--- src/rtl/bus_timer.sv ---
// bus_timer: 16-bit prescaled interval timer on the CPU data bus.
// CTRL/RELOAD/COUNT/PRESCALE map, W1C pending flag, level irq, tick pulse.
module bus_timer #(
  parameter logic [15:0] PRESCALE_RST = 16'd0,
  parameter logic [15:0] RELOAD_RST   = 16'd0
) (
  input  logic        cpu_clk,
  input  logic        rst,
  input  logic [19:0] addr,
  input  logic        sel,
  input  logic        write,
  input  logic [15:0] data_in,
  output logic [15:0] data_out,
  output logic        irq,
  output logic        tick
);

  localparam logic [1:0] A_CTRL     = 2'd0;
  localparam logic [1:0] A_RELOAD   = 2'd1;
  localparam logic [1:0] A_COUNT    = 2'd2;
  localparam logic [1:0] A_PRESCALE = 2'd3;

  logic        en;
  logic        auto_rl;
  logic        ie;
  logic        pending;
  logic [15:0] reload;
  logic [15:0] count;
  logic [15:0] prescale;
  logic [15:0] pre_cnt;

  logic wr;
  logic wr_ctrl;
  logic wr_reload;
  logic wr_count;
  logic wr_pre;
  logic pre_hit;
  logic step;
  logic expire;
  logic en_rise;

  logic rd_ctrl;
  logic rd_reload;
  logic rd_count;
  logic rd_pre;

  logic addr_unused;
  assign addr_unused = ^addr[19:2];

  always_comb begin
    wr        = sel & write;
    wr_ctrl   = wr & (addr[1:0] == A_CTRL);
    wr_reload = wr & (addr[1:0] == A_RELOAD);
    wr_count  = wr & (addr[1:0] == A_COUNT);
    wr_pre    = wr & (addr[1:0] == A_PRESCALE);
    pre_hit   = (pre_cnt == prescale);
    // a CPU write to COUNT or PRESCALE pre-empts the step
    step      = en & pre_hit & ~wr_count & ~wr_pre;
    expire    = step & (count == 16'd0);
    en_rise   = wr_ctrl & data_in[0] & ~en;
  end

  always_ff @(posedge cpu_clk) begin
    if (rst) begin
      en       <= 1'b0;
      auto_rl  <= 1'b0;
      ie       <= 1'b0;
      pending  <= 1'b0;
      reload   <= RELOAD_RST;
      prescale <= PRESCALE_RST;
      count    <= 16'd0;
      pre_cnt  <= 16'd0;
      tick     <= 1'b0;
    end else begin
      tick <= expire;

      if (wr_ctrl) begin
        {ie, auto_rl, en} <= data_in[2:0];
      end else if (expire & ~auto_rl) begin
        en <= 1'b0;
      end

      if (expire) begin
        pending <= 1'b1;
      end else if (wr_ctrl & data_in[15]) begin
        pending <= 1'b0;
      end

      if (wr_reload) begin
        reload <= data_in;
      end

      if (wr_pre) begin
        prescale <= data_in;
      end

      if (wr_count) begin
        count <= data_in;
      end else if (step) begin
        if (count != 16'd0) begin
          count <= count - 16'd1;
        end else if (auto_rl) begin
          count <= reload;
        end
      end

      if (wr_count | wr_pre | en_rise) begin
        pre_cnt <= 16'd0;
      end else if (en) begin
        pre_cnt <= pre_hit ? 16'd0 : pre_cnt + 16'd1;
      end
    end
  end

  always_comb begin
    rd_ctrl   = (addr[1:0] == A_CTRL);
    rd_reload = (addr[1:0] == A_RELOAD);
    rd_count  = (addr[1:0] == A_COUNT);
    rd_pre    = (addr[1:0] == A_PRESCALE);
  end

  always_comb begin
    data_out = 16'd0;
    unique case (1'b1)
      rd_ctrl:   data_out = {pending, 12'd0, ie, auto_rl, en};
      rd_reload: data_out = reload;
      rd_count:  data_out = count;
      rd_pre:    data_out = prescale;
      default:   data_out = 16'd0;
    endcase
  end

  assign irq = pending & ie;

endmodule
--- config.mk ---
export PLATFORM = sky130hd
export DESIGN_NAME = bus_timer
export DESIGN_NICKNAME = d
export VERILOG_FILES = /design/src/rtl/bus_timer.sv
export SDC_FILE = /design/constraint.sdc
export NUM_CORES = 1
export LEC_CHECK = 0
export ABC_AREA = 0
export ABC_CLOCK_PERIOD_IN_PS = 4400
export CORE_ASPECT_RATIO = 1.25
export CORE_MARGIN = 2
export CORE_UTILIZATION = 45
export CTS_BUF_LIST = sky130_fd_sc_hd__clkbuf_4 sky130_fd_sc_hd__clkbuf_8 sky130_fd_sc_hd__clkbuf_16
export CTS_CLUSTER_DIAMETER = 120
export CTS_CLUSTER_SIZE = 20
export DETAILED_ROUTE_END_ITERATION = 6
export PLACE_DENSITY = 0.68
export SETUP_SLACK_MARGIN = 0.05
export SYNTH_ARGS = -nofsm -noshare
export SYNTH_HDL_FRONTEND = slang
export SYNTH_SLANG_ARGS = --single-unit
--- constraint.sdc ---
create_clock -name cpu_clk -period 4.4 [get_ports cpu_clk]
set_input_delay 0.66 -clock cpu_clk [delete_from_list [all_inputs] [get_ports cpu_clk]]
set_output_delay 0.66 -clock cpu_clk [all_outputs]
set_load 0.01 [all_outputs]
Yosys cells after proc, flatten, opt, wreduce, memory -nomap -nowiden
Cells that the tools add are included.
W data, S select, Z words.
{"block": "word_totals", "regBits": 69, "in_bits": 40, "output_inout_bits": 18}
{"block": "op_classes", "addsub": 2, "n_eq_ne": 4, "n_mux": 10, "bitwise": 20, "reduce_logical": 9}
{"operator": "$mux W16", "count": 5}
{"operator": "$pmux W16 S4", "count": 1}
{"operator": "$add A16 B1 Y16 const B", "count": 1}
{"operator": "$eq A16 B16 Y1", "count": 1}
{"operator": "$logic_not A16 Y1", "count": 1}
{"operator": "$reduce_bool A16 Y1", "count": 1}
{"operator": "$sub A16 B1 Y16 const B", "count": 1}
{"operator": "$and A1 B1 Y1", "count": 14}
{"operator": "$reduce_bool A2 Y1", "count": 3}
{"operator": "$eq A2 B2 Y1 const B", "count": 2}
{"operator": "$mux W1", "count": 4}
{"operator": "$not A1 Y1", "count": 4}
{"operator": "$reduce_bool A3 Y1", "count": 1}
{"operator": "$eq A2 B1 Y1 const B", "count": 1}
{"operator": "$logic_not A2 Y1", "count": 1}
{"operator": "$or A1 B1 Y1", "count": 2}
{"operator": "$reduce_and A2 Y1", "count": 1}
{"operator": "$reduce_or A2 Y1", "count": 1}

Logic depth before layout (Yosys ltp)
Gate-level depths: netlist of run 1.
{"block": "logic_depth", "depth_word": 9, "mapped_depth": 9, "mapped_depth_nobuf": 8}

Least setup slack after synthesis of run 1
Ideal clock, no wire load.
{"block": "synth_timing", "kind": "input to output", "start": "in addr[0]", "end": "out data_out[11]", "t_arrival_ns": 1.904, "path_slack_ns": 1.836, "cell_stages": 4, "n_path_buf": 2, "path_cell_list": "buf_1 buf_1 mux2_2 a22o_1"}
{"block": "synth_between", "elab_chain_cells": 2, "elab_cells_between_ends": 5, "cone_classes": "3 x eq/ne; 1 x mux; 1 x reduce/logical"}
{"item": "from (decl)", "line_no": "9", "rtl": "input logic [19:0] addr,"}
{"item": "$eq A2 B2 Y1 (tied with other cells)", "line_no": "119", "rtl": "rd_pre = (addr[1:0] == A_PRESCALE);"}
{"item": "$pmux W16 S4 (*)", "line_no": "124", "rtl": "unique case (1'b1)"}
{"item": "to (decl)", "line_no": "13", "rtl": "output logic [15:0] data_out,"}
Every way passes the cells marked *; elsewhere a longest branch is shown, timed or not.

Worst setup path in the final report of run 1
{"block": "layout_timing", "start": "in addr[0]", "end": "out data_out[5]"}
Same word-level chain as after synthesis.

==> out/results.tsv, run 1 <==
metric	value	unit
grt_pass1_vias	3584	
hold_buffers	0	
grt_max_degree	42	
dieArea	9310	sq um
critPathMaxStageDelay	1.06	ns
rr_worst_depth	8	
cts_resized	0	
rr_startpoint	count[0]	
synth-async-reset-ratio	0	%
synth_ff_type	dfxtp_1	
drt-initial-drc-count	216	
synth_warnings	0	
htree_levels	3	
cts.sinks	69	
grt_remaining_overflow	0	
ant_nets	0	
skew	0.00799	ns
totalWireLength	11.0	mm
cts_made_buffers	9	
slew_violations	0	
core-area	8290	sq um
fin_crit_sh	83.5	%
grt_pass1_wl	17.6	mm
place_congestion	0.872	
endpoint_kind	primary output	
vdd_drop_max	0.000173	V
synth.avg_cell_area	7.93	sq um
fin_nets	554	
relSlewSlack	36.1	%
cts_setup_buffers	0	
yosysUniqueCellTypes	50	
layout_commonest_cell	nand2_1	
r2r-end	count[14]	
dr.pass1.iters	5	
period_needed	3.67	ns
min_delay_path_depth	2	
clk_pin_slew	0.07	ns
clock-root-buffer	clkbuf_8	
hold_start	reload[9]	
cellPowerDensity	313	nW/um^2
layout_common_cells	92 x nand2_1, 69 x dfxtp_1, 48 x a21oi_1	
cpMostUsedCell	clkdlybuf4s50_1	
leakage	1.57	nW
rrSetupSlack	1.75	ns
hpwlAfterDp	7.50	mm
fp.dieW	86.7	um
drcViolationCount	0	
worst_path_max_delay_cell	clkdlybuf4s50_1	
worst_ep_arrival_time	3.01	ns
crit_start	addr[0]	
yosysSeqAreaShare	35.9	%
hold_violations	0	
netlist_area	3850	sq um
rows	37	
layout-drive-gt1-share	8.72	%
start_util	46.4	%
min_path_type	register to register	
syn_to_final_growth	15.7	%
path_cells	clkdlybuf4s50_1 > buf_4 > mux2_2 > a22o_1 > clkdlybuf4s50_1	
min_to	reload[9]	
rsz0062_at_grt	false	
grt_use_total	24.4	%
num_vias	3607	
finalSetupTns	0	ns
cp_data_required_time	3.74	ns
numPortBuffers	39	
vias_per_cell	5.88	
clkLatencyLatePin	0.36	ns
yosys_register_bits	69	
startpoint_type	input pin	
critical_path_class	input pin to primary output	
syn-instance-count	485	
stdcell_area	4450	sq um
critPathMaxFanout	18	
cts.path.max_buffers	2	
maxCapViolCount	0	
synth_edf_count	0	
syn-num-nets	528	
fmax	0.272	GHz
antenna_found_initial	0	
dieHeight	107	um
outcome	finished, final reports clean	
place_area	4260	sq um
setup_viol	0	
tightest_slew	0.957	ns
diodes	0	
io_pins	58	
avgRoutedWirePerCell	17.9	um
cts_tree	built	
-- metrics by stage --
step | power [mW] | setup slack, ns | utilization, % | hold WS, ns | cells
floorplan | 0.825 | 1.84 | - | 0.442 | 485
global placement | 0.900 | 0.782 | 51.4 | 0.457 | 597
detailed placement | 0.902 | 0.786 | 51.4 | 0.467 | 597
CTS | 1.39 | 0.771 | 53.7 | 0.477 | 613
global route | 1.45 | 0.687 | 53.7 | 0.494 | 613
finish | 1.39 | 0.725 | 53.7 | 0.475 | 613
-- logic make-up (layout without fill, tap and decap cells) --
logic type,count (synthesis),count (layout),share of synthesized area (%)
buffers and inverters,42,73,4.88
AO/OA/AOI/OAI,106,106,17.8
adder cells (fa/ha/maj),3,3,0.976
multiplexers,21,21,7.12
AND/OR/NAND/NOR,207,207,24.9
flip-flops,69,69,35.9
XOR/XNOR,37,37,8.43
-- registers in the layout, summed over array words and instances (netlist names) --
name	flops
count	16
prescale	16
pre_cnt	16
auto_rl	1
tick	1
reload	16
pending	1
ie	1
en	1
-- synthesized netlist by cell type (5+ instances only) --
cell type,count,area [sq um]
dfxtp_1,69,1380
clkbuf_1,21,78.8
a31oi_1,7,43.8
nand4_1,15,93.8
xor2_1,12,105
mux2i_1,6,60.1
a21oi_1,48,240
nor3_1,7,35.0
buf_2,5,25.0
nand2_1,92,345
o21ai_0,8,40.0
nand3_1,20,100
o211ai_1,8,60.1
inv_1,10,37.5
mux2_2,11,124
a22o_1,13,114
xnor2_1,25,219
nor2_1,47,176
-- metal layers --
layer	up-vias	track usage, %	wire length (um)
met5	-	0	0
met4	0	13.5	330
met3	30	2.61	567
met2	107	39.2	5190
met1	1712	31.6	4880
li1	1758	-	-
-- critical path: cells and delay by family --
family	cells	cell delay, ns
compound gates	1	0.19
mux	1	0.34
buf+inv	3	1.82
-- worst max-delay path by stage --
| stage | endpoint | slack [ns] | cells after the start |
|---|---|---|---|
| floorplan | data_out[11] | 1.84 | 4 |
| global placement | data_out[8] | 0.78 | 5 |
| detailed placement | data_out[5] | 0.79 | 5 |
| CTS | data_out[5] | 0.77 | 5 |
| global route | data_out[4] | 0.69 | 5 |
| finish | data_out[5] | 0.73 | 5 |
-- final cells by class --
| cell class | instances | area (sq um) |
|---|---|---|
| multi-input combinational | 374 | 2280 |
| clock inverter | 1 | 5.00 |
| tap | 97 | 121 |
| sequential | 69 | 1380 |
| fill | 799 | 3840 |
| clock buffer | 15 | 181 |
| timing repair buffer | 47 | 445 |
| inverter | 10 | 37.5 |
-- where the power goes --
group,internal (mW),leakage [nW],total [mW],switching [mW]
logic,0.0970,0.915,0.239,0.142
registers,0.637,0.558,0.654,0.0173
clock network,0.260,0.101,0.498,0.238
No activity file was read; power rests on OpenSTA's default activity.
==> inputs of run 2 (changes only) <==
ABC_CLOCK_PERIOD_IN_PS = 3100   (was 4400)
PLACE_DENSITY = 0.71   (was 0.68)
clock period = 3.1 ns   (was 4.4 ns; I/O delays follow)
==> run 2 against run 1 <==
Core utilization is 1.5 points higher. Global-route usage down 0.30 points. Critical path depth unchanged. Via count is 1.6% higher. Worst hold slack about the same.
==> out/results.tsv, run 2 (synthesized netlist as in run 1, its figures left out) <==
metric	value	unit	change
worst-path-stages	5		unchanged
layout-drive-gt1-share	10.1	%	+1.4 points
ant_nets	0		unchanged
place_congestion	0.861		-1.2%
cts_tree	built		
rsz0062_at_grt	false		
cts.sinks	69		unchanged
vdd_drop_max	0.000225	V	+30%
layout_commonest_cell	nand2_1		
worst_path_max_delay_cell	clkdlybuf4s50_1		
clock-root-buffer	clkbuf_8		
maxCapViolCount	0		unchanged
relSlewSlack	46.9	%	+11 points
vias_per_cell	5.90		+0.27%
tightest_slew	0.797	ns	-0.161 ns
min_path_type	register to register		
cts_setup_buffers	0		unchanged
layout_common_cells	92 x nand2_1, 69 x dfxtp_1, 48 x a21oi_1		
grt_use_total	24.1	%	-0.30 points
leakage	1.63	nW	+3.5%
grt_pass1_wl	17.2	mm	-2.7%
cts_made_buffers	9		unchanged
fmax	0.364	GHz	
cellPowerDensity	477	nW/um^2	+53%
min_delay_path_depth	2		unchanged
outcome	finished, final reports clean		
totalWireLength	10.7	mm	-2.3%
skew	0.0110	ns	+0.00297 ns
cp_top_family	buffers and inverters		
slew_violations	0		unchanged
antenna_found_initial	0		unchanged
hpwlAfterDp	7.53	mm	+0.36%
finalNonFillerCells	621		+1.3%
critPathMaxFanout	11		-7
cts.path.max_buffers	2		unchanged
num_vias	3664		+1.6%
drcViolationCount	0		unchanged
hold_violations	0		unchanged
io_pins	58		unchanged
period_needed	2.75	ns	
cts_resized	0		unchanged
cp_data_required_time	2.63	ns	-1.11 ns
numPortBuffers	39		unchanged
fin_nets	562		+1.4%
syn_to_final_growth	18.8	%	
endpoint_kind	primary output		
clkLatencyLatePin	0.36	ns	about the same
drt-initial-drc-count	194		-10%
fin_crit_sh	88.7	%	
rows	37		unchanged
cpMostUsedCell	clkdlybuf4s50_1		
diodes	0		unchanged
setup_viol	0		unchanged
core-area	8290	sq um	unchanged
rr_worst_depth	8		unchanged
worst_ep_arrival_time	2.28	ns	-0.73 ns
start_util	46.4	%	unchanged
place_inst	605		+1.3%
dieHeight	107	um	unchanged
path_cells	clkdlybuf4s50_1 > nor2b_1 > buf_4 > a22o_1 > clkdlybuf4s50_1		
critical_path_class	input pin to primary output		
dr.pass1.iters	5		unchanged
startpoint_type	input pin		
grt_remaining_overflow	0		unchanged
grt_pass1_vias	3448		-3.8%
finalSetupTns	0	ns	unchanged
critPathMaxStageDelay	0.58	ns	-0.48 ns
clk_pin_slew	0.07	ns	about the same
htree_levels	3		unchanged
grt_max_degree	31		-26%
crit_buf_inv	3		unchanged
hold_buffers	0		unchanged
avgRoutedWirePerCell	17.3	um	-3.5%
dieArea	9310	sq um	unchanged
fp.dieW	86.7	um	unchanged
==> run 2: cell types whose count changed in the layout (fill, tap and decap cells not counted), sizes merged <==
cell / delta
buf: +8
clkinvlp: +2
clkbuf: -5
bufinv: +3
==> run 2: per-stage QoR <==
step | instance area [sq um] | worst slack, ns | hold slack [ns] | utilization [%] | power, mW
2_1_floorplan | 3850 | 0.926 | 0.442 | - | 1.17
3_3_place_gp | 4320 | 0.364 | 0.459 | 52.2 | 1.28
3_5_place_dp | 4320 | 0.363 | 0.466 | 52.2 | 1.29
4_1_cts | 4570 | 0.351 | 0.477 | 55.2 | 2.19
5_1_grt | 4570 | 0.248 | 0.500 | 55.2 | 2.27
6_report | 4570 | 0.352 | 0.475 | 55.2 | 2.18
==> run 2: metal layers <==
layer	vias up	global-route usage, %	wire length [um]
met2	123	38.0	5250
met3	24	4.52	717
li1	1773	-	-
met4	0	12.7	302
met5	-	0	0
met1	1744	30.9	4450
==> run 2: cell type report <==
type	count	area, sq um
inverter	10	37.5
multi-input combinational	374	2280
clock inverter	6	110
timing repair buffer	55	505
clock buffer	10	138
sequential	69	1380
fill	761	3720
tap	97	121
==> run 2: power breakdown <==
group          switching [mW]  total (mW)  internal (mW)  leakage (nW)
logic                   0.198       0.342          0.144         0.952
registers              0.0249       0.928          0.903         0.558
clock network           0.356       0.910          0.554         0.119
total                   0.579        2.18           1.60          1.63
==> run 2: tightest hold or removal path: stages, from the launching register on <==
cell	delay [ns]
dfxtp_1	0.32
nand2_1	0.06
a21oi_1	0.05
==> run 2: path summary, 6_finish.rpt <==
check,from,slack [ns],end
min reg2reg,reload[8],0.48,reload[8]
min,reload[8],0.48,reload[8]
max,addr[1],0.35,data_out[14]
max reg2reg,count[0],0.51,count[14]
